[config.mk]
export PLATFORM = sky130hd
export DESIGN_NAME = mem_bus_ctrl_flat
export DESIGN_NICKNAME = d
export VERILOG_FILES = /design/src/rtl/mem_bus_ctrl_if.sv /design/src/rtl/mem_bus_ctrl.sv /design/src/flat_wrapper.sv
export SDC_FILE = /design/constraint.sdc
export NUM_CORES = 1
export LEC_CHECK = 0
export CORE_UTILIZATION = 49
export DETAILED_ROUTE_END_ITERATION = 7
export GPL_TIMING_DRIVEN = 0
export PLACE_DENSITY = 0.88
export REMOVE_ABC_BUFFERS = 1
export SYNTH_ARGS = -nofsm -noshare
export SYNTH_HDL_FRONTEND = slang
export SYNTH_SLANG_ARGS = --single-unit
[constraint.sdc]
create_clock -name clk -period 7.2 [get_ports clk]
set_input_delay 1.44 -clock clk [delete_from_list [all_inputs] [get_ports clk]]
set_output_delay 1.44 -clock clk [all_outputs]
set_load 0.02 [all_outputs]
[src/rtl/mem_bus_ctrl_if.sv]
// CPU-side bus of the memory-map controller: request qualifiers,
// write data, registered read data and the ack/err completion pair.
interface mem_bus_ctrl_if #(
    parameter int ADDR_W = 19
) ();
    logic [ADDR_W-1:0] CPUaddr;
    logic [15:0]       CPUwrite;
    logic [15:0]       CPUread;
    logic              we;
    logic              re;
    logic              be;
    logic              bios;
    logic              ack;
    logic              err;

    // CPU drives the request and waits for ack.
    modport master (
        output CPUaddr, CPUwrite, we, re, be, bios,
        input  CPUread, ack, err
    );

    // Controller receives the request and reports completion.
    modport slave (
        input  CPUaddr, CPUwrite, we, re, be, bios,
        output CPUread, ack, err
    );
endinterface

[src/rtl/mem_bus_ctrl.sv]
// Memory-map bus controller: decodes CPU byte addresses into BIOS, UART,
// HEX and RAM regions, steers byte lanes, inserts per-region wait states
// and finishes each access with a one-cycle ack (err on misaligned or
// conflicting requests). All outputs come straight from registers.
module mem_bus_ctrl #(
    parameter int          ADDR_W    = 19,
    parameter int          DATA_W    = 16,
    parameter logic [15:0] BIOS_TOP  = 16'h0800,
    parameter logic [15:0] HEX_BASE  = 16'hff80,
    parameter logic [15:0] UART_BASE = 16'hff90,
    parameter int          RAM_WAIT  = 1,
    parameter int          UART_WAIT = 2
) (
    input  logic              clk,
    input  logic              reset,
    mem_bus_ctrl_if.slave     cpu,
    output logic [ADDR_W-2:0] RAMaddr,
    output logic [15:0]       RAMwrite,
    input  logic [15:0]       RAMread,
    output logic [1:0]        RAMbe,
    output logic              RAMwe,
    input  logic [15:0]       BIOSread,
    output logic [2:0]        UARTaddr,
    output logic [7:0]        UARTwrite,
    input  logic [7:0]        UARTread,
    output logic              UARTwe,
    output logic              UARTre,
    output logic              UARTce,
    output logic              HEXwe,
    output logic [15:0]       HEXdata
);
    typedef enum logic [1:0] {IDLE = 2'd0, ACCESS = 2'd1, RESP = 2'd2} state_t;
    typedef enum logic [1:0] {REG_RAM = 2'd0, REG_BIOS = 2'd1, REG_UART = 2'd2, REG_HEX = 2'd3} region_t;

    localparam logic [ADDR_W-1:0] BIOS_TOP_A  = ADDR_W'(BIOS_TOP);
    localparam logic [ADDR_W-1:0] HEX_BASE_A  = ADDR_W'(HEX_BASE);
    localparam logic [ADDR_W-1:0] UART_BASE_A = ADDR_W'(UART_BASE);

    // Region priority: BIOS overlay (reads only), UART, HEX, then RAM.
    function automatic region_t region_f(input logic [ADDR_W-1:0] a, input logic bs, input logic rd);
        if (rd && bs && (a < BIOS_TOP_A))  return REG_BIOS;
        else if (a >= UART_BASE_A)         return REG_UART;
        else if (a >= HEX_BASE_A)          return REG_HEX;
        else                               return REG_RAM;
    endfunction

    function automatic logic [2:0] wait_f(input region_t r);
        case (r)
            REG_RAM, REG_BIOS: return 3'(RAM_WAIT);
            REG_UART:          return 3'(UART_WAIT);
            default:           return 3'd0;
        endcase
    endfunction

    // Byte writes travel on the lane selected by the address LSB.
    function automatic logic [15:0] wr_steer_f(input logic [15:0] d, input logic b, input logic odd);
        if (b && odd)  return {8'h00, d[7:0]};
        else if (b)    return {d[7:0], 8'h00};
        else           return d;
    endfunction

    function automatic logic [1:0] wr_lanes_f(input logic b, input logic odd);
        if (b && odd)  return 2'b01;
        else if (b)    return 2'b10;
        else           return 2'b11;
    endfunction

    // Byte reads return the addressed lane in the low byte.
    function automatic logic [15:0] rd_lane_f(input logic [15:0] src, input logic b, input logic odd);
        if (b && odd)  return {8'h00, src[7:0]};
        else if (b)    return {8'h00, src[15:8]};
        else           return src;
    endfunction

    state_t            state_r, next_state_s;
    region_t           region_r, in_region_s, sel_region_s;
    logic [2:0]        cnt_r;
    logic [ADDR_W-1:0] addr_r;
    logic [15:0]       wdata_r, ramwrite_r, cpuread_r, hexdata_r, rdata_s;
    logic              be_r, we_r, re_r;
    logic              ack_r, err_r, ramwe_r, uartwe_r, uartre_r, uartce_r, hexwe_r;
    logic [1:0]        rambe_r;
    logic              accept_s, capture_s, in_err_s, go_access_s;
    logic              sel_we_s, sel_re_s, sel_be_s, sel_odd_s;

    assign in_region_s = region_f(cpu.CPUaddr, cpu.bios, cpu.re && !cpu.we);
    assign in_err_s    = (cpu.we && cpu.re) || (!cpu.be && cpu.CPUaddr[0]);

    // Next state plus accept/capture qualifiers for the datapath.
    always_comb begin
        next_state_s = state_r;
        accept_s     = 1'b0;
        capture_s    = 1'b0;
        case (state_r)
            IDLE: begin
                if (cpu.we || cpu.re) begin
                    accept_s     = 1'b1;
                    next_state_s = in_err_s ? RESP : ACCESS;
                end else begin
                    next_state_s = IDLE;
                end
            end
            ACCESS: begin
                if (cnt_r == 3'd0) begin
                    capture_s    = 1'b1;
                    next_state_s = RESP;
                end else begin
                    next_state_s = ACCESS;
                end
            end
            RESP:    next_state_s = IDLE;
            default: next_state_s = IDLE;
        endcase
    end

    // Strobes for the coming cycle use the incoming request on acceptance,
    // otherwise the latched one.
    always_comb begin
        go_access_s  = (next_state_s == ACCESS);
        sel_region_s = accept_s ? in_region_s : region_r;
        sel_we_s     = accept_s ? cpu.we : we_r;
        sel_re_s     = accept_s ? cpu.re : re_r;
        sel_be_s     = accept_s ? cpu.be : be_r;
        sel_odd_s    = accept_s ? cpu.CPUaddr[0] : addr_r[0];
    end

    // Read-data source selection for the capture edge.
    always_comb begin
        rdata_s = 16'h0000;
        case (region_r)
            REG_BIOS: rdata_s = rd_lane_f(BIOSread, be_r, addr_r[0]);
            REG_UART: rdata_s = {8'h00, UARTread};
            REG_HEX:  rdata_s = hexdata_r;
            default:  rdata_s = rd_lane_f(RAMread, be_r, addr_r[0]);
        endcase
    end

    // State register; reset abandons any access in flight.
    always_ff @(posedge clk or posedge reset) begin
        if (reset) state_r <= IDLE;
        else       state_r <= next_state_s;
    end

    // Request latch and wait counter.
    always_ff @(posedge clk or posedge reset) begin
        if (reset) begin
            cnt_r      <= 3'd0;
            addr_r     <= '0;
            wdata_r    <= 16'h0000;
            ramwrite_r <= 16'h0000;
            region_r   <= REG_RAM;
            be_r       <= 1'b0;
            we_r       <= 1'b0;
            re_r       <= 1'b0;
        end else if (accept_s) begin
            cnt_r      <= wait_f(in_region_s);
            addr_r     <= cpu.CPUaddr;
            wdata_r    <= cpu.CPUwrite;
            ramwrite_r <= wr_steer_f(cpu.CPUwrite, cpu.be, cpu.CPUaddr[0]);
            region_r   <= in_region_s;
            be_r       <= cpu.be;
            we_r       <= cpu.we;
            re_r       <= cpu.re;
        end else if (state_r == ACCESS && cnt_r != 3'd0) begin
            cnt_r <= cnt_r - 3'd1;
        end
    end

    // Read capture, error result, HEX register load and completion flags.
    always_ff @(posedge clk or posedge reset) begin
        if (reset) begin
            cpuread_r <= 16'h0000;
            hexdata_r <= 16'h0000;
            ack_r     <= 1'b0;
            err_r     <= 1'b0;
        end else begin
            ack_r <= (next_state_s == RESP);
            err_r <= (next_state_s == RESP) && accept_s && in_err_s;
            if (accept_s && in_err_s) begin
                cpuread_r <= 16'h0000;
            end else if (capture_s && re_r) begin
                cpuread_r <= rdata_s;
            end
            if (capture_s && we_r && region_r == REG_HEX) begin
                hexdata_r <= be_r ? {8'h00, wdata_r[7:0]} : wdata_r;
            end
        end
    end

    // Downstream strobes and lane enables, high only during ACCESS.
    always_ff @(posedge clk or posedge reset) begin
        if (reset) begin
            ramwe_r  <= 1'b0;
            rambe_r  <= 2'b00;
            uartce_r <= 1'b0;
            uartwe_r <= 1'b0;
            uartre_r <= 1'b0;
            hexwe_r  <= 1'b0;
        end else begin
            ramwe_r  <= go_access_s && sel_region_s == REG_RAM && sel_we_s;
            uartce_r <= go_access_s && sel_region_s == REG_UART;
            uartwe_r <= go_access_s && sel_region_s == REG_UART && sel_we_s;
            uartre_r <= go_access_s && sel_region_s == REG_UART && sel_re_s;
            hexwe_r  <= go_access_s && sel_region_s == REG_HEX && sel_we_s;
            if (go_access_s && (sel_region_s == REG_RAM || sel_region_s == REG_BIOS)) begin
                rambe_r <= sel_we_s ? wr_lanes_f(sel_be_s, sel_odd_s) : 2'b11;
            end else begin
                rambe_r <= 2'b00;
            end
        end
    end

    assign cpu.CPUread = cpuread_r;
    assign cpu.ack     = ack_r;
    assign cpu.err     = err_r;
    assign RAMaddr     = addr_r[ADDR_W-1:1];
    assign RAMwrite    = ramwrite_r;
    assign RAMbe       = rambe_r;
    assign RAMwe       = ramwe_r;
    assign UARTaddr    = addr_r[2:0];
    assign UARTwrite   = wdata_r[7:0];
    assign UARTwe      = uartwe_r;
    assign UARTre      = uartre_r;
    assign UARTce      = uartce_r;
    assign HEXwe       = hexwe_r;
    assign HEXdata     = hexdata_r;
endmodule

[src/flat_wrapper.sv]
// flat-port wrapper written by rule: the top's interface ports become plain ports
module mem_bus_ctrl_flat 
#(
    parameter int          ADDR_W    = 19,
    parameter int          DATA_W    = 16,
    parameter logic [15:0] BIOS_TOP  = 16'h0800,
    parameter logic [15:0] HEX_BASE  = 16'hff80,
    parameter logic [15:0] UART_BASE = 16'hff90,
    parameter int          RAM_WAIT  = 1,
    parameter int          UART_WAIT = 2
)
  (clk, reset, RAMaddr, RAMwrite, RAMread, RAMbe, RAMwe, BIOSread, UARTaddr, UARTwrite, UARTread, UARTwe, UARTre, UARTce, HEXwe, HEXdata, cpu_CPUaddr, cpu_CPUwrite, cpu_we, cpu_re, cpu_be, cpu_bios, cpu_CPUread, cpu_ack, cpu_err);
  mem_bus_ctrl_if #(.ADDR_W(ADDR_W)) cpu_i ();
  input  logic clk;
  input  logic reset;
  output logic [ADDR_W-2:0] RAMaddr;
  output logic [15:0] RAMwrite;
  input  logic [15:0] RAMread;
  output logic [1:0] RAMbe;
  output logic RAMwe;
  input  logic [15:0] BIOSread;
  output logic [2:0] UARTaddr;
  output logic [7:0] UARTwrite;
  input  logic [7:0] UARTread;
  output logic UARTwe;
  output logic UARTre;
  output logic UARTce;
  output logic HEXwe;
  output logic [15:0] HEXdata;
  input wire logic [$bits(cpu_i.CPUaddr)-1:0] cpu_CPUaddr;
  input wire logic [$bits(cpu_i.CPUwrite)-1:0] cpu_CPUwrite;
  input wire logic [$bits(cpu_i.we)-1:0] cpu_we;
  input wire logic [$bits(cpu_i.re)-1:0] cpu_re;
  input wire logic [$bits(cpu_i.be)-1:0] cpu_be;
  input wire logic [$bits(cpu_i.bios)-1:0] cpu_bios;
  output wire logic [$bits(cpu_i.CPUread)-1:0] cpu_CPUread;
  output wire logic [$bits(cpu_i.ack)-1:0] cpu_ack;
  output wire logic [$bits(cpu_i.err)-1:0] cpu_err;
  assign cpu_i.CPUaddr = cpu_CPUaddr;
  assign cpu_i.CPUwrite = cpu_CPUwrite;
  assign cpu_i.we = cpu_we;
  assign cpu_i.re = cpu_re;
  assign cpu_i.be = cpu_be;
  assign cpu_i.bios = cpu_bios;
  assign cpu_CPUread = cpu_i.CPUread;
  assign cpu_ack = cpu_i.ack;
  assign cpu_err = cpu_i.err;
  mem_bus_ctrl #(.ADDR_W(ADDR_W), .DATA_W(DATA_W), .BIOS_TOP(BIOS_TOP), .HEX_BASE(HEX_BASE), .UART_BASE(UART_BASE), .RAM_WAIT(RAM_WAIT), .UART_WAIT(UART_WAIT)) u_core (.clk(clk), .reset(reset), .cpu(cpu_i), .RAMaddr(RAMaddr), .RAMwrite(RAMwrite), .RAMread(RAMread), .RAMbe(RAMbe), .RAMwe(RAMwe), .BIOSread(BIOSread), .UARTaddr(UARTaddr), .UARTwrite(UARTwrite), .UARTread(UARTread), .UARTwe(UARTwe), .UARTre(UARTre), .UARTce(UARTce), .HEXwe(HEXwe), .HEXdata(HEXdata));
endmodule
==> impl_results.md <==
- Port bufs: 166
- Crit path max-delay family: buffers and inverters
- Routed length per instance: 16.9 µm
- DRT antenna net count: 0
- Vias in the first global route: 4,207
- Pwr Total: approximately 2.8 mW
- Area Overhead vs Synth: 40.1%
- Pleak: 3.05 nW
- CTS root buf: clkbuf_8
- Fin crit share: 0.469
- Final WL: 12,900 µm
- CP max stage delay: 0.73 ns
- Antenna cell count: 0
- Clock Path Buffers: 2
- Post-synth top flop: dfrtp_1
- Highest-delay cell along the critical path: clkdlybuf4s50_1
- Yosys reg bits: just over 100
- TritonCTS buffer count: 9
- Fin util: 0.718
- Setup CP Type: input port to register
- Number of synthesized flops with an enable pin: 0
- Full die area: 10,200 µm²
- Placed insts: 748
- Clk sinks: 102
- FMAX: approximately 300 MHz
- Distinct cells, synth: 50
- Die Y: 101 µm
- Clk Latency, worst-skew pair: 0.37 ns
- # Max-Cap Violations: 0
- DIE WIDTH: between 100 and 150 µm
- Least-Margin Pin Slew: 0.961 ns
- Mapped cell area: 4780 µm²
- First-pass DRT Iterations: 5
- Data required time of the critical path: approximately 7.5 ns
- Final hold violations: 0
- Worst vdd rail ir drop: 0.217 mV
- Ratio of cells with drive above 1 in the final layout: 0.0819
- TNS Setup: 0 ns
- Most common cell after layout, fill and taps aside: nand2_1
- Status: complete, no violations
- Min Hold Slack: roughly 0.48 ns
- Antenna violations before repair: 0
- Worst Path Arrival: 3.63 ns
- Core Rows: 35
- Setup Fix Bufs, Post-CTS: 0
- Area leader, netlist: dfrtp_1
- Max-slew violation count: 0
- TritonCTS clock tree: done
- Drt initial violations: 232
- Dpl hpwl: between 9000 and 10,000 µm
- Overall Global Routing Usage: 0.265
- Final net count: 713
- PwrDens: between 400 and 500 nW/µm²
- Core area: 9330 µm²
- CP Capture Type: register
- Number of buffers and inverters on the critical path: 2
- Vias/cell: 5.48
- I/O Pins: around 170
- Final setup vio count: 0
- # hold bufs at CTS: 0
- Critical Path Fanout Max: 26
- RSZ-0062 raised after global routing: no
- Hold Path Class: register to register
- Worst Setup Start Kind: input port
- Commonest non-fill, non-tap cells in the layout: nand2_1 (180), clkdlybuf4s50_1 (166), dfrtp_1 (102), nor2_1 (24), mux2_2 (15)
- Post-Layout Cell Count: 764
- Synth area leaders: dfrtp_1 (53%), nand2_1 (14%), mux4_2 (3.8%)
- Initial core utilization: 0.512
- Synth async-reset ratio: 1.00
- Sequential area share after synthesis: 0.534
- DRC Markers: 0
- Number of fill cells: 694
- Clk_skew: 0.0144 ns
- Via count: 4,189
- Yosys warns: 0
- Synth top area share: 0.534
- Post-Syn Area per Cell: 9.83 µm²
- Slew HR: 0.359
- Gr ovfl total: 0
- Cells after Synth: 486
- Min Tclk post-route: 3.38 ns
- Critical-path cell list: clkdlybuf4s50_1 -> nor2_1 -> nor3_4 -> buf_16 -> o21ai_0 -> a211oi_1
- CTS resizes: 0
- H-tree levels: 3
- Clock-pin slew on the worst setup and hold paths: 0.10 ns
- Largest net degree at the start of global routing: 66
- GPL Wtd Cong: 0.831
- First-pass GRT wire length: 20,800 µm
==> cells in the mapped netlist, types with 2 or more instances <==
cell type	instances
ha_1	2
nor2b_1	3
nand3b_1	10
a22o_1	8
nor3_1	3
buf_1	3
clkbuf_1	15
a22oi_1	8
dfrtp_1	102
inv_1	5
mux2_2	15
nor4_1	2
nand2b_1	4
mux2_4	4
a21oi_1	6
o21ai_0	2
buf_2	7
a221oi_1	9
nor2_1	24
buf_4	10
o22ai_1	11
mux2_1	6
nand3_1	12
mux4_2	8
nand2_1	180
and2_1	3
==> per-stage QoR <==
stage	area [µm²]	setup WS (ns)
after floorplan	4570	2.02
after global placement	6390	-0.310
after detailed placement	6500	3.55
after CTS	6690	3.89
after global routing	6690	3.73
final	6690	3.82
==> final timing paths <==
check | from | endpoint | slack (ns) | cells after the start
max in group asynchronous | reset | u_core.addr_r[11] | 5.05 | 3
min in group asynchronous | reset | u_core.RAMwrite[1] | 1.45 | 2
max | cpu_we | u_core.RAMbe[1] | 3.82 | 6
min | u_core.addr_r[16] | u_core.addr_r[16] | 0.48 | 2
min reg2reg | u_core.addr_r[16] | u_core.addr_r[16] | 0.48 | 2
max reg2reg | u_core.be_r | u_core.cpu.CPUread[0] | 4.74 | 4
==> worst min-delay path, cell delays in order (launching register included) <==
cell     delay, ns
dfrtp_1       0.35
nand2_1       0.05
nand2_1       0.05
==> cell families after synthesis <==
logic type,synth area share
muxes,0.0998
and+or+nand+nor,0.221
adders and majority gates,0.00733
buffers and inverters,0.0484
xor gates and xnor gates,0.00367
AOI/OAI and AO/OA,0.0854
DFF,0.534
==> layer usage <==
| layer | track usage | share of wire | wire length [µm] |
|---|---|---|---|
| met5 | 0 | 0 | 0 |
| met2 | 0.450 | 0.51 | 6580 |
| met4 | 0.0992 | 0.021 | 277 |
| met1 | 0.335 | 0.40 | 5210 |
| met3 | 0.0534 | 0.063 | 814 |
==> flip-flops by register name (all words and copies together), names as in the netlist, 2 cells and up <==
name	count
u_core.RAMwrite	16
u_core.cpu.CPUread	16
u_core.RAMbe	2
u_core.wdata_r	16
u_core.cnt_r	3
u_core.HEXdata	16
u_core.region_r	2
u_core.addr_r	19
u_core.state_r	2
==> where the power goes <==
part / total (mW) / switching [mW] / leakage (nW) / internal (mW)
clock: 0.346 / 0.205 / 0.100 / 0.141
sequential: 1.02 / 0.208 / 1.30 / 0.816
combinational: 1.47 / 0.777 / 1.65 / 0.694
==> layout make-up <==
class	count	area (µm²)	share of cell area
flip-flops and latches	102	2550	0.381
repair buffers	170	1750	0.262
well taps	129	161	0.0241
clock inverters	6	53.8	0.00804
multi-input cells	341	2010	0.301
clock buffers	10	138	0.0206
inverters	6	25.0	0.00374
Note: power is estimated with default switching activity, not from simulation.
